File: config.mk
export PLATFORM = sky130hd
export DESIGN_NAME = ring_receiver_flat
export DESIGN_NICKNAME = d
export VERILOG_FILES = /design/src/rtl/ring_receiver_if.sv /design/src/rtl/ring_receiver.sv /design/src/flat_wrapper.sv
export SDC_FILE = /design/constraint.sdc
export NUM_CORES = 1
export LEC_CHECK = 0
export CAP_MARGIN = 25
export CORE_MARGIN = 1
export CORE_UTILIZATION = 50
export DETAILED_ROUTE_END_ITERATION = 10
export HOLD_SLACK_MARGIN = 0.06
export PLACE_DENSITY = 0.76
export SKIP_LAST_GASP = 1
export SLEW_MARGIN = 10
export SYNTH_ARGS = -nofsm -noshare
export SYNTH_HDL_FRONTEND = slang
export SYNTH_SLANG_ARGS = --single-unit
File: constraint.sdc
create_clock -name clk -period 8 [get_ports clk]
set_input_delay 0.8 -clock clk [delete_from_list [all_inputs] [get_ports clk]]
set_output_delay 0.8 -clock clk [all_outputs]
set_load 0.01 [all_outputs]
File: src/rtl/ring_receiver_if.sv
// Bundle of the upstream link, downstream link and local eject port of one ring stop.
// The packet is carried flat; the receiver overlays its own {dest, pid} struct on it.
interface ring_receiver_if #(
  parameter int PKT_W = 35
);
  logic             link_in_valid;
  logic [PKT_W-1:0] link_in_pkt;
  logic             link_in_credit;
  logic             link_out_valid;
  logic [PKT_W-1:0] link_out_pkt;
  logic             link_out_ready;
  logic             eject_valid;
  logic [PKT_W-1:0] eject_pkt;
  logic             eject_ready;
  logic             received;
  logic [31:0]      pid_received;
  logic             err_overflow;
  logic             err_bad_dest;

  modport master (
    output link_in_valid, link_in_pkt, link_out_ready, eject_ready,
    input  link_in_credit, link_out_valid, link_out_pkt, eject_valid, eject_pkt,
           received, pid_received, err_overflow, err_bad_dest
  );

  modport slave (
    input  link_in_valid, link_in_pkt, link_out_ready, eject_ready,
    output link_in_credit, link_out_valid, link_out_pkt, eject_valid, eject_pkt,
           received, pid_received, err_overflow, err_bad_dest
  );
endinterface

File: src/rtl/ring_receiver.sv
// Receive side of a ring stop: credit-controlled input buffer whose head is either
// ejected locally, forwarded downstream, or discarded when its destination does not exist.
module ring_receiver #(
  parameter int NUM_PROC = 8,
  parameter int NODE_ID  = 0,
  parameter int DEPTH    = 4
) (
  input logic            clk,
  input logic            reset,
  ring_receiver_if.slave bus
);
  localparam int DW = (NUM_PROC > 1) ? $clog2(NUM_PROC) : 1;
  localparam int AW = $clog2(DEPTH);
  localparam logic [AW:0]   DEPTH_L    = (AW+1)'(DEPTH);
  localparam logic [DW:0]   NUM_PROC_L = (DW+1)'(NUM_PROC);
  localparam logic [DW-1:0] NODE_L     = DW'(NODE_ID);

  typedef struct packed {
    logic [DW-1:0] dest;
    logic [31:0]   pid;
  } pkt_t;

  pkt_t          ib_mem [DEPTH];
  logic [AW-1:0] ib_wr_ptr;
  logic [AW-1:0] ib_rd_ptr;
  logic [AW:0]   ib_count;

  pkt_t          eb_mem [DEPTH];
  logic [AW-1:0] eb_wr_ptr;
  logic [AW-1:0] eb_rd_ptr;
  logic [AW:0]   eb_count;

  pkt_t in_pkt;
  pkt_t ib_head;
  pkt_t eb_head;
  logic ib_empty;
  logic head_local;
  logic head_bad;
  logic head_fwd;
  logic eb_full;
  logic eb_pop;
  logic eb_push;
  logic ib_deq;
  logic ib_wr;

  assign in_pkt  = pkt_t'(bus.link_in_pkt);
  assign ib_head = ib_mem[ib_rd_ptr];
  assign eb_head = eb_mem[eb_rd_ptr];

  // The head is classified every cycle; exactly one class applies when the buffer is non-empty.
  assign ib_empty   = (ib_count == '0);
  assign head_bad   = !ib_empty && ({1'b0, ib_head.dest} >= NUM_PROC_L);
  assign head_local = !ib_empty && !head_bad && (ib_head.dest == NODE_L);
  assign head_fwd   = !ib_empty && !head_bad && !head_local;

  assign eb_full = (eb_count == DEPTH_L);
  assign eb_pop  = (eb_count != '0) && bus.eject_ready;
  assign eb_push = head_local && (!eb_full || eb_pop);

  assign ib_deq = head_bad || eb_push || (head_fwd && bus.link_out_ready);
  assign ib_wr  = bus.link_in_valid && ((ib_count < DEPTH_L) || ib_deq);

  assign bus.link_out_valid = head_fwd;
  assign bus.link_out_pkt   = ib_head;
  assign bus.eject_valid    = (eb_count != '0);
  assign bus.eject_pkt      = eb_head;

  // Storage arrays need no reset; only pointers and counts define what is valid.
  always_ff @(posedge clk) begin
    if (ib_wr)   ib_mem[ib_wr_ptr] <= in_pkt;
    if (eb_push) eb_mem[eb_wr_ptr] <= ib_head;
  end

  always_ff @(posedge clk) begin
    if (reset) begin
      ib_wr_ptr          <= '0;
      ib_rd_ptr          <= '0;
      ib_count           <= '0;
      eb_wr_ptr          <= '0;
      eb_rd_ptr          <= '0;
      eb_count           <= '0;
      bus.link_in_credit <= 1'b0;
      bus.received       <= 1'b0;
      bus.pid_received   <= '0;
      bus.err_overflow   <= 1'b0;
      bus.err_bad_dest   <= 1'b0;
    end else begin
      if (ib_wr)   ib_wr_ptr <= ib_wr_ptr + AW'(1);
      if (ib_deq)  ib_rd_ptr <= ib_rd_ptr + AW'(1);
      if (eb_push) eb_wr_ptr <= eb_wr_ptr + AW'(1);
      if (eb_pop)  eb_rd_ptr <= eb_rd_ptr + AW'(1);

      unique case ({ib_wr, ib_deq})
        2'b10:   ib_count <= ib_count + (AW+1)'(1);
        2'b01:   ib_count <= ib_count - (AW+1)'(1);
        default: ib_count <= ib_count;
      endcase

      unique case ({eb_push, eb_pop})
        2'b10:   eb_count <= eb_count + (AW+1)'(1);
        2'b01:   eb_count <= eb_count - (AW+1)'(1);
        default: eb_count <= eb_count;
      endcase

      // One credit per freed input slot, regardless of where the packet went.
      bus.link_in_credit <= ib_deq;
      bus.received       <= eb_pop;
      if (eb_pop) bus.pid_received <= eb_head.pid;

      if (bus.link_in_valid && !ib_wr) bus.err_overflow <= 1'b1;
      if (head_bad)                    bus.err_bad_dest <= 1'b1;
    end
  end
endmodule
File: src/flat_wrapper.sv
// flat-port wrapper written by rule: the top's interface ports become plain ports
module ring_receiver_flat 
#(
  parameter int NUM_PROC = 8,
  parameter int NODE_ID  = 0,
  parameter int DEPTH    = 4
)
  (clk, reset, bus_link_in_valid, bus_link_in_pkt, bus_link_out_ready, bus_eject_ready, bus_link_in_credit, bus_link_out_valid, bus_link_out_pkt, bus_eject_valid, bus_eject_pkt, bus_received, bus_pid_received, bus_err_overflow, bus_err_bad_dest);
  ring_receiver_if bus_i ();
  input logic clk;
  input logic reset;
  input wire logic [$bits(bus_i.link_in_valid)-1:0] bus_link_in_valid;
  input wire logic [$bits(bus_i.link_in_pkt)-1:0] bus_link_in_pkt;
  input wire logic [$bits(bus_i.link_out_ready)-1:0] bus_link_out_ready;
  input wire logic [$bits(bus_i.eject_ready)-1:0] bus_eject_ready;
  output wire logic [$bits(bus_i.link_in_credit)-1:0] bus_link_in_credit;
  output wire logic [$bits(bus_i.link_out_valid)-1:0] bus_link_out_valid;
  output wire logic [$bits(bus_i.link_out_pkt)-1:0] bus_link_out_pkt;
  output wire logic [$bits(bus_i.eject_valid)-1:0] bus_eject_valid;
  output wire logic [$bits(bus_i.eject_pkt)-1:0] bus_eject_pkt;
  output wire logic [$bits(bus_i.received)-1:0] bus_received;
  output wire logic [$bits(bus_i.pid_received)-1:0] bus_pid_received;
  output wire logic [$bits(bus_i.err_overflow)-1:0] bus_err_overflow;
  output wire logic [$bits(bus_i.err_bad_dest)-1:0] bus_err_bad_dest;
  assign bus_i.link_in_valid = bus_link_in_valid;
  assign bus_i.link_in_pkt = bus_link_in_pkt;
  assign bus_i.link_out_ready = bus_link_out_ready;
  assign bus_i.eject_ready = bus_eject_ready;
  assign bus_link_in_credit = bus_i.link_in_credit;
  assign bus_link_out_valid = bus_i.link_out_valid;
  assign bus_link_out_pkt = bus_i.link_out_pkt;
  assign bus_eject_valid = bus_i.eject_valid;
  assign bus_eject_pkt = bus_i.eject_pkt;
  assign bus_received = bus_i.received;
  assign bus_pid_received = bus_i.pid_received;
  assign bus_err_overflow = bus_i.err_overflow;
  assign bus_err_bad_dest = bus_i.err_bad_dest;
  ring_receiver #(.NUM_PROC(NUM_PROC), .NODE_ID(NODE_ID), .DEPTH(DEPTH)) u_core (.clk(clk), .reset(reset), .bus(bus_i));
endmodule
-- Yosys cells after proc, flatten, opt, wreduce, memory -nomap -nowiden
Memories as Yosys holds them, arrays and structs flattened. A register that Yosys moved wholly into a read port is not among the register bits.
Index checks and enable logic that the tools add are counted.
Widths: inputs -> output; s select.
- register bits after elaboration: 49
- bits in writable memories: 280
- input port bits: 40
- output and inout port bits: 108
- word-level logic and storage cells: 55
- memories: 2
- $add $sub $neg: 8
- order comparisons: 1
- eq/ne operators: 5
- mux-type cells: 10
- reduce and logical (&&, ||, !) cells: 19
- memories (memory ; words ; width ; read ports ; clocked after Yosys merged registers in ; write ports ; line ; text):
    u_core.eb_mem ; 4 ; 35 ; 1 ; 1 ; 1 ; ring_receiver.sv:28 ; pkt_t eb_mem [DEPTH];
    u_core.ib_mem ; 4 ; 35 ; 1 ; 1 ; 1 ; ring_receiver.sv:23 ; pkt_t ib_mem [DEPTH];
- operators by type and width (operator ; number):
    $pmux 3 s2 ; 2
    $add 2x1->2 const B ; 4
    $mux 2 ; 4
    $logic_and 1x1->1 ; 7
    $add 3x1->3 const B ; 2
    $logic_not 3->1 ; 2
    $sub 3x1->3 const B ; 2
    $eq 2x1->1 const B ; 2
    $eq 2x2->1 const B ; 2
    $logic_not 1->1 ; 4
    $mux 1 ; 4
    $reduce_bool 2->1 ; 2
    $eq 3x3->1 const B ; 1
    $logic_or 1x1->1 ; 3
    $lt 3x3->1 const B ; 1
    $reduce_bool 3->1 ; 1

-- Longest topological paths before layout
Gate-level depths: netlist of run 1.
- depth after elaboration: 11
- gate-level depth with buffers: 11
- gate-level depth less buffers: 10

-- Least setup slack after synthesis of run 1
OpenSTA, ideal clock, no wires.
- path type: register to register
- start point: register with a tool-made name
- end point: memory u_core.ib_mem[0][0] (netlist name) (enable)
- library setup time: 0.395 ns
- arrival time: 2.684 ns
- required time: 7.605 ns
- slack: 4.920 ns
- cell stages (with the launch flop): 6
- buffers on the path: 1
- clock period less this slack: 3.080 ns
- cells stage by stage: dfxtp_1 -> buf_6 -> mux4_2 -> o311a_1 -> a211oi_4 -> and2_1
- RTL lines (item ; line):
    to (decl) ; ring_receiver.sv:23

==> flow_metrics.env, run 1 <==
export IMPL_crit_fanout=35
export IMPL_dominant_combinational_cell_family_by_area_after_synthesis="multiplexers"
export IMPL_cts_sinks=333
export IMPL_sequential_element_share_of_the_synthesized_area_pct=77.1
export IMPL_clk_insertion_delay_late_ns=0.55
export IMPL_synth_seq_cells=333
export IMPL_post_synth_fa_ha_maj_area_fraction_pct=1.34
export IMPL_setup_tns_final_ns=0
export IMPL_synth_top_area_cell="sky130_fd_sc_hd__edfxtp_1"
export IMPL_post_route_period_util_pct=52.0
export IMPL_postSynthNetCount=682
export IMPL_detailedPlacementHpwl_um=15600
export IMPL_layout_cells_most_common="sky130_fd_sc_hd__edfxtp_1"
export IMPL_initial_drt_markers=497
export IMPL_post_synth_num_cell_types=39
export IMPL_tritoncts="built"
export IMPL_postCtsSetupRepairBufs=0
export IMPL_grt_max_degree=56
export IMPL_detailedRoute_firstPassIterationCount=6
export IMPL_reg2reg_to="u_core.ib_count[2]"
export IMPL_outcome="finished, final reports clean"
export IMPL_htreeDepth=1
export IMPL_reg2reg_depth=11
export IMPL_leakagePower_nw=4.78
export IMPL_final_cells=1133
export IMPL_setup_violations_final=0
export IMPL_min_path_cells=2
export IMPL_critPathArrivalTime_ns=3.36
export IMPL_power_share_clock_pct=30.0
export IMPL_cts_root_buffer_cell="sky130_fd_sc_hd__clkbuf_16"
export IMPL_power_switching_fraction_pct=26.7
export IMPL_drt_drc_violations_left=0
export IMPL_max_cap_violations=0
export IMPL_fp_dieArea_sq_mm=0.0252
export IMPL_synth_yosys_warnings=0
export IMPL_area_sequential_sq_mm=0.00947
export IMPL_setup_repair_after_global_routing_missed_its_margin="no"
export IMPL_post_cts_resized_instances=0
export IMPL_p_total_mw=4.90
export IMPL_portion_of_synthesized_cell_area_occupied_by_the_leading_cell_type_pct=68.4
export IMPL_clk_transition_reported_paths_ns=0.06
export IMPL_antenna_found_initial=0
export IMPL_final_period_minus_worst_setup_slack_ns=4.16
export IMPL_synth_simple_gate_area_share_pct=4.04
export IMPL_finalMaxSlewViolations=0
export IMPL_timing_critical_path_to="bus_link_out_valid"
export IMPL_drive_above_1_share_pct=17.0
export IMPL_irDropWorstVdd_mv=0.148
export IMPL_post_synth_mux_area_share_pct=13.4
export IMPL_internal_power_mw=3.59
export IMPL_cts_inserted_buffers=31
export IMPL_num_nets_final=836
export IMPL_number_of_global_route_vias_before_repair=6389
export IMPL_hold_buffers=0
export IMPL_rows=57
export IMPL_postPlaceCellArea_sq_mm=0.0141
export IMPL_synth_cells=630
export IMPL_headroom_to_the_max_slew_limit_pct=33.9
export IMPL_post_layout_instance_area_sq_mm=0.0151
export IMPL_fp_dieH_um=159
export IMPL_n_fill_cell=1611
export IMPL_final_cell_mix="sky130_fd_sc_hd__edfxtp_1 (280), sky130_fd_sc_hd__clkdlybuf4s50_1 (145), sky130_fd_sc_hd__mux4_2 (70)"
export IMPL_vias_per_cell=5.53
export IMPL_power_net_switching_mw=1.31
export IMPL_power_share_sequential_pct=44.8
export IMPL_power_density_mw_per_mm2=325
export IMPL_min_path_type="register to register"
export IMPL_clock_skew_final_ns=0.0200
export IMPL_cp_data_required_time_ns=7.20
export IMPL_synth_cell_area_sq_mm=0.0123
export IMPL_syn_avg_cell_area_sq_um=19.5
export IMPL_floorplan_initialDensity_pct=50.8
export IMPL_grt_first_pass_wirelength_um=38100
export IMPL_core_box_area_sq_mm=0.0242
export IMPL_fraction_of_the_mapped_netlist_area_in_compound_gates_pct=2.24
export IMPL_cts_root_to_sink_buffers=3
export IMPL_setup_worst_path_start_class="register"
export IMPL_ff2ff_setup_slack_ns=4.08
export IMPL_floorplan_io_pins=148
export IMPL_ant_nets=0
export IMPL_port_buffers=146
export IMPL_post_place_cells=1075
export IMPL_ys_top_cells_by_area="sky130_fd_sc_hd__edfxtp_1 (68%), sky130_fd_sc_hd__mux4_2 (13%), sky130_fd_sc_hd__dfxtp_1 (8.6%)"
export IMPL_max_slew_worst_pin_slew_ns=0.992
export IMPL_timing_hold_violations_final=0
export IMPL_criticalPathCategory="register to output port"
export IMPL_vias=6262
export IMPL_gp_routability_congestion=0.756
export IMPL_grt_overflow=0
export IMPL_worst_setup_path_end_kind="output port"
export IMPL_post_drt_wl_per_cell_um=22.1
export IMPL_combPwrFrac_pct=25.2
export IMPL_area_delta_synth_final_pct=22.9
export IMPL_grt_total_usage_pct=20.0
export IMPL_die_w_um=159
export IMPL_area_share_of_xor_xnor_cells_in_the_synthesized_design_pct=0.428
export IMPL_postRouteWirelength_um=25000
export IMPL_timing_fmax_mhz=240
export IMPL_multiInputGateArea_sq_mm=0.00265
## area by class of cell
| type | instances | share of cell area, % |
|---|---|---|
| repair buffers | 150 | 9.89 |
| flip-flops and latches | 333 | 62.7 |
| well taps | 324 | 2.69 |
| multi-input cells | 252 | 17.5 |
| inverters | 16 | 0.398 |
| clock inverters | 20 | 1.44 |
| diodes | 1 | 0.0166 |
| clock buffers | 37 | 5.29 |
## Yosys cell counts
| master | instances |
|---|---|
| sky130_fd_sc_hd__edfxtp_1 | 280 |
| sky130_fd_sc_hd__mux2_1 | 1 |
| sky130_fd_sc_hd__a211oi_4 | 1 |
| sky130_fd_sc_hd__xor2_1 | 5 |
| sky130_fd_sc_hd__or4_4 | 1 |
| sky130_fd_sc_hd__nand3_1 | 2 |
| sky130_fd_sc_hd__o21ai_0 | 4 |
| sky130_fd_sc_hd__or4b_2 | 1 |
| sky130_fd_sc_hd__nor3_2 | 1 |
| sky130_fd_sc_hd__xnor2_1 | 1 |
| sky130_fd_sc_hd__ha_1 | 10 |
| sky130_fd_sc_hd__o311a_1 | 1 |
| sky130_fd_sc_hd__nor4b_1 | 1 |
| sky130_fd_sc_hd__clkbuf_1 | 18 |
| sky130_fd_sc_hd__nand2b_1 | 2 |
| sky130_fd_sc_hd__buf_1 | 6 |
| sky130_fd_sc_hd__nand2_1 | 67 |
| sky130_fd_sc_hd__o22ai_1 | 1 |
| sky130_fd_sc_hd__nor2_1 | 17 |
| sky130_fd_sc_hd__clkinv_1 | 1 |
| sky130_fd_sc_hd__mux2i_1 | 1 |
| sky130_fd_sc_hd__fa_1 | 2 |
| sky130_fd_sc_hd__and2_1 | 5 |
| sky130_fd_sc_hd__nand3b_1 | 1 |
| sky130_fd_sc_hd__dfxtp_1 | 53 |
| sky130_fd_sc_hd__o211a_4 | 1 |
| sky130_fd_sc_hd__mux4_2 | 70 |
| sky130_fd_sc_hd__buf_4 | 1 |
| sky130_fd_sc_hd__conb_1 | 1 |
| sky130_fd_sc_hd__nor2b_1 | 3 |
| sky130_fd_sc_hd__mux2_4 | 3 |
| sky130_fd_sc_hd__a21oi_1 | 38 |
| sky130_fd_sc_hd__buf_2 | 3 |
| sky130_fd_sc_hd__nor3_1 | 1 |
| sky130_fd_sc_hd__or3_1 | 5 |
| sky130_fd_sc_hd__buf_6 | 1 |
| sky130_fd_sc_hd__o2111a_1 | 1 |
| sky130_fd_sc_hd__and3_1 | 4 |
| sky130_fd_sc_hd__inv_1 | 15 |
## how the worst min path moves through the flow
stage | startpoint | to | slack, ns
2_1_floorplan | u_core.eb_count[2] | u_core.eb_count[2] | 0.47
3_3_place_gp | u_core.bus.pid_received[8] | u_core.bus.pid_received[8] | 0.44
3_5_place_dp | u_core.bus.pid_received[0] | u_core.bus.pid_received[0] | 0.45
4_1_cts | u_core.bus.pid_received[0] | u_core.bus.pid_received[0] | 0.46
5_1_grt | u_core.bus.pid_received[20] | u_core.bus.pid_received[20] | 0.47
6_report | u_core.bus.pid_received[0] | u_core.bus.pid_received[0] | 0.45
## sequential cells by signal, summed over array words and instances (netlist names), 2 cells and up, named ones only
signal and cells:
u_core.bus.pid_received 32, u_core.eb_count 3, u_core.eb_mem 140, u_core.eb_rd_ptr 2, u_core.eb_wr_ptr 2, u_core.ib_count 3, u_core.ib_mem 140, u_core.ib_rd_ptr 2
u_core.ib_wr_ptr 2
## power groups by stage
stage | sequential (mW) | combinational [mW] | clock [mW]
6_report | 2.20 | 1.23 | 1.47
3_5_place_dp | 2.23 | 1.24 | 0
2_1_floorplan | 2.21 | 0.658 | 0
5_1_grt | 2.21 | 1.31 | 1.56
4_1_cts | 2.20 | 1.25 | 1.49
3_3_place_gp | 2.22 | 1.20 | 0
## cells by family after synthesis
logic type               Yosys count
AND/OR/NAND/NOR                  111
adder cells (fa/ha/maj)           12
AO/OA/AOI/OAI                     47
flip-flops                       333
buffers and inverters             45
multiplexers                      75
other                              1
XOR/XNOR                           6
## through the flow
stage | util [%] | setup slack (ns) | hold WS (ns)
2_1_floorplan | - | 4.92 | 0.469
3_3_place_gp | 58.2 | 4.25 | 0.443
3_5_place_dp | 58.2 | 4.05 | 0.448
4_1_cts | 62.4 | 3.78 | 0.456
5_1_grt | 62.4 | 3.60 | 0.469
6_report | 62.4 | 3.84 | 0.452
## layer usage
layer | track usage, % | routed length [um] | part of all wire, % | vias up
met1 | 27.6 | 10400 | 41 | 3197
li1 | - | - | - | 2769
met4 | 5.96 | 577 | 2.3 | 0
met3 | 3.11 | 1690 | 6.7 | 44
met2 | 33.2 | 12400 | 49 | 252
met5 | 0 | 0 | 0 | -
## critical path: stages (launching register included)
cell                              delay (ns)
sky130_fd_sc_hd__dfxtp_2                0.31
sky130_fd_sc_hd__buf_4                  0.54
sky130_fd_sc_hd__mux4_2                 0.71
sky130_fd_sc_hd__nor3_2                 0.63
sky130_fd_sc_hd__nor2_1                 0.12
sky130_fd_sc_hd__clkdlybuf4s50_1        0.50
No activity file was read; power rests on OpenSTA's default activity.
==> run 2: changes to the inputs <==
PLACE_DENSITY = 0.79   (was 0.76)
clock period = 3.55 ns   (was 8 ns; I/O delays follow)
==> run 2 against run 1 <==
Net effect:
- via count rose by 0.11%
- total power increased by 130%
- critical path type unchanged
- clock power is 130% higher
- highest routed layer unchanged
- critical path depth did not move
- cell area rose by 1.5%
- sequential power up 120%
- final cell count up 1.9%
- clock skew grew 0.0014 ns
- largest cell class unchanged
- register-to-register slack worse by 3.6 ns
- largest power group unchanged
- die area unchanged
- non-clock buffer count increased by 17
- worst hold slack worse by 0.15 ns
==> flow_metrics.env, run 2 (synthesis gave the netlist of run 1 again) <==
export IMPL_whs_endpoint="u_core.bus.pid_received[4]"
export IMPL_timing_critical_path_max_delay_family="buffers and inverters"
export IMPL_detailedRoute_firstPassIterationCount=4
export IMPL_post_route_period_util_pct=87.1
export IMPL_postRouteWirelength_um=24800
export IMPL_timing_hold_violations_final=0
export IMPL_cp_max_delay_cell="sky130_fd_sc_hd__mux4_2"
export IMPL_final_period_minus_worst_setup_slack_ns=3.09
export IMPL_final_cell_mix="sky130_fd_sc_hd__edfxtp_1 (280), sky130_fd_sc_hd__clkdlybuf4s50_1 (145), sky130_fd_sc_hd__mux4_2 (70)"
export IMPL_outcome="finished, final reports clean"
export IMPL_critPathMaxStageDelay_ns=0.65
export IMPL_vias=6269
export IMPL_post_cts_resized_instances=0
export IMPL_initial_drt_markers=495
export IMPL_cp_data_required_time_ns=3.19
export IMPL_p_total_mw=11.0
export IMPL_vias_per_cell=5.43
export IMPL_biggestRegsByFlops="u_core.eb_mem: 140 flops, u_core.ib_mem: 140 flops, u_core.bus.pid_received: 32 flops"
export IMPL_floorplan_io_pins=148
export IMPL_dp_slack_ns=0.383
export IMPL_irDropWorstVdd_mv=0.348
export IMPL_max_slew_worst_pin_slew_ns=0.572
export IMPL_clk_transition_reported_paths_ns=0.06
export IMPL_power_share_clock_pct=30.0
export IMPL_power_switching_fraction_pct=26.3
export IMPL_number_of_global_route_vias_before_repair=6595
export IMPL_area_delta_synth_final_pct=24.7
export IMPL_finalMaxSlewViolations=0
export IMPL_min_path_type="primary input to register"
export IMPL_cts_sinks=333
export IMPL_antenna_found_initial=1
export IMPL_setup_worst_path_start_class="register"
export IMPL_drive_above_1_share_pct=18.4
export IMPL_fp_dieH_um=159
export IMPL_setup_repair_after_global_routing_missed_its_margin="no"
export IMPL_leakagePower_nw=4.90
export IMPL_reg2reg_depth=9
export IMPL_cts_inserted_buffers=35
export IMPL_ant_nets=0
export IMPL_min_path_cells=2
export IMPL_clock_skew_final_ns=0.0214
export IMPL_critical_path_n_buffers_inverters=2
export IMPL_critPathArrivalTime_ns=2.74
export IMPL_cts_root_to_sink_buffers=3
export IMPL_internal_power_mw=8.13
export IMPL_ff2ff_setup_slack_ns=0.46
export IMPL_setup_violations_final=0
export IMPL_max_cap_violations=0
export IMPL_power_density_mw_per_mm2=720
export IMPL_crit_fanout=9
export IMPL_drt_drc_violations_left=0
export IMPL_htreeDepth=2
export IMPL_power_share_sequential_pct=44.7
export IMPL_port_buffers=146
export IMPL_grt_first_pass_wirelength_um=38100
export IMPL_criticalPathCategory="register to output port"
export IMPL_combPwrFrac_pct=25.4
export IMPL_fp_dieArea_sq_mm=0.0252
export IMPL_timing_fmax_mhz=323
export IMPL_die_w_um=159
export IMPL_grt_max_degree=36
export IMPL_power_net_switching_mw=2.90
export IMPL_rows=57
export IMPL_gp_routability_congestion=0.781
export IMPL_postCtsSetupRepairBufs=0
export IMPL_detailedPlacementHpwl_um=15800
export IMPL_path_cells="mux4_2 -> nor3_2 -> buf_4 -> nor2_1 -> clkdlybuf4s50_1"
export IMPL_headroom_to_the_max_slew_limit_pct=61.9
export IMPL_layout_setup_ws_ns=0.457
export IMPL_layout_cells_most_common="sky130_fd_sc_hd__edfxtp_1"
export IMPL_worst_setup_path_end_kind="output port"
export IMPL_grt_overflow=0
export IMPL_floorplan_initialDensity_pct=50.8
export IMPL_clk_insertion_delay_late_ns=0.50
export IMPL_postPlaceCellArea_sq_mm=0.0143
export IMPL_hold_buffers=0
export IMPL_core_box_area_sq_mm=0.0242
export IMPL_cts_root_buffer_cell="sky130_fd_sc_hd__clkbuf_16"
export IMPL_reg2reg_to="u_core.ib_count[2]"
export IMPL_hp_start="reset"
export IMPL_num_nets_final=857
export IMPL_tritoncts="built"
export IMPL_utilization_pct=63.4
export IMPL_post_drt_wl_per_cell_um=21.5
export IMPL_grt_total_usage_pct=20.1
export IMPL_setup_tns_final_ns=0
export IMPL_post_layout_instance_area_sq_mm=0.0153
==> run 2: changes by cell type in the layout (fill, tap and decap cells not counted), sizes merged <==
cell and delta:
clkinv -6, buf +17, clkbuf +16, clkinvlp -1
bufinv -4
==> run 2: power by group through the flow <==
stage	logic (mW)	registers, mW	clock network [mW]
after global routing	2.99	4.96	3.52
after detailed placement	2.82	5.01	0
after global placement	2.77	4.99	0
final	2.80	4.93	3.31
after floorplan	1.48	4.99	0
after CTS	2.84	4.93	3.37
==> run 2: area by class of cell <==
class / instances / area [sq um]
sequential: 333 / 9470
fill: 1624 / 8860
multi-input combinational: 252 / 2650
timing repair buffer: 167 / 1700
clock buffer: 53 / 963
tap: 324 / 405
clock inverter: 9 / 67.6
inverter: 16 / 60.1
antenna: 1 / 2.50
==> run 2: worst max-delay path by stage <==
stage / depth (start not counted) / start / end / slack, ns
2_1_floorplan: 5 / register / u_core.ib_mem[0][0] / 0.47
4_1_cts: 5 / register / bus_link_out_valid / 0.44
3_3_place_gp: 10 / bus_eject_ready / u_core.ib_count[2] / 0.43
5_1_grt: 9 / register / u_core.ib_count[2] / 0.32
6_report: 5 / register / bus_link_out_valid / 0.46
3_5_place_dp: 10 / bus_eject_ready / u_core.ib_count[2] / 0.38
==> run 2: stage by stage <==
stage | hold WS [ns] | std cells
2_1_floorplan | 0.454 | 630
3_3_place_gp | 0.441 | 1092
6_report | 0.304 | 1155
4_1_cts | 0.289 | 1154
5_1_grt | 0.326 | 1155
3_5_place_dp | 0.446 | 1092
==> run 2: per-layer routing <==
metal	vias to the layer above	wire [um]	GRT usage, %
met5	-	0	0
met4	0	748	8.03
met3	46	1400	3.13
met2	227	12100	32.2
met1	3185	10600	27.7
li1	2811	-	-
==> run 2: worst reg2reg max path: stages (launching register included) <==
cell,delay [ns]
sky130_fd_sc_hd__dfxtp_2,0.40
sky130_fd_sc_hd__mux4_2,0.65
sky130_fd_sc_hd__nor3_2,0.43
sky130_fd_sc_hd__o211a_4,0.26
sky130_fd_sc_hd__ha_1,0.18
sky130_fd_sc_hd__inv_1,0.07
sky130_fd_sc_hd__fa_1,0.43
sky130_fd_sc_hd__xor2_1,0.16
sky130_fd_sc_hd__or3_1,0.30
sky130_fd_sc_hd__a21oi_1,0.14
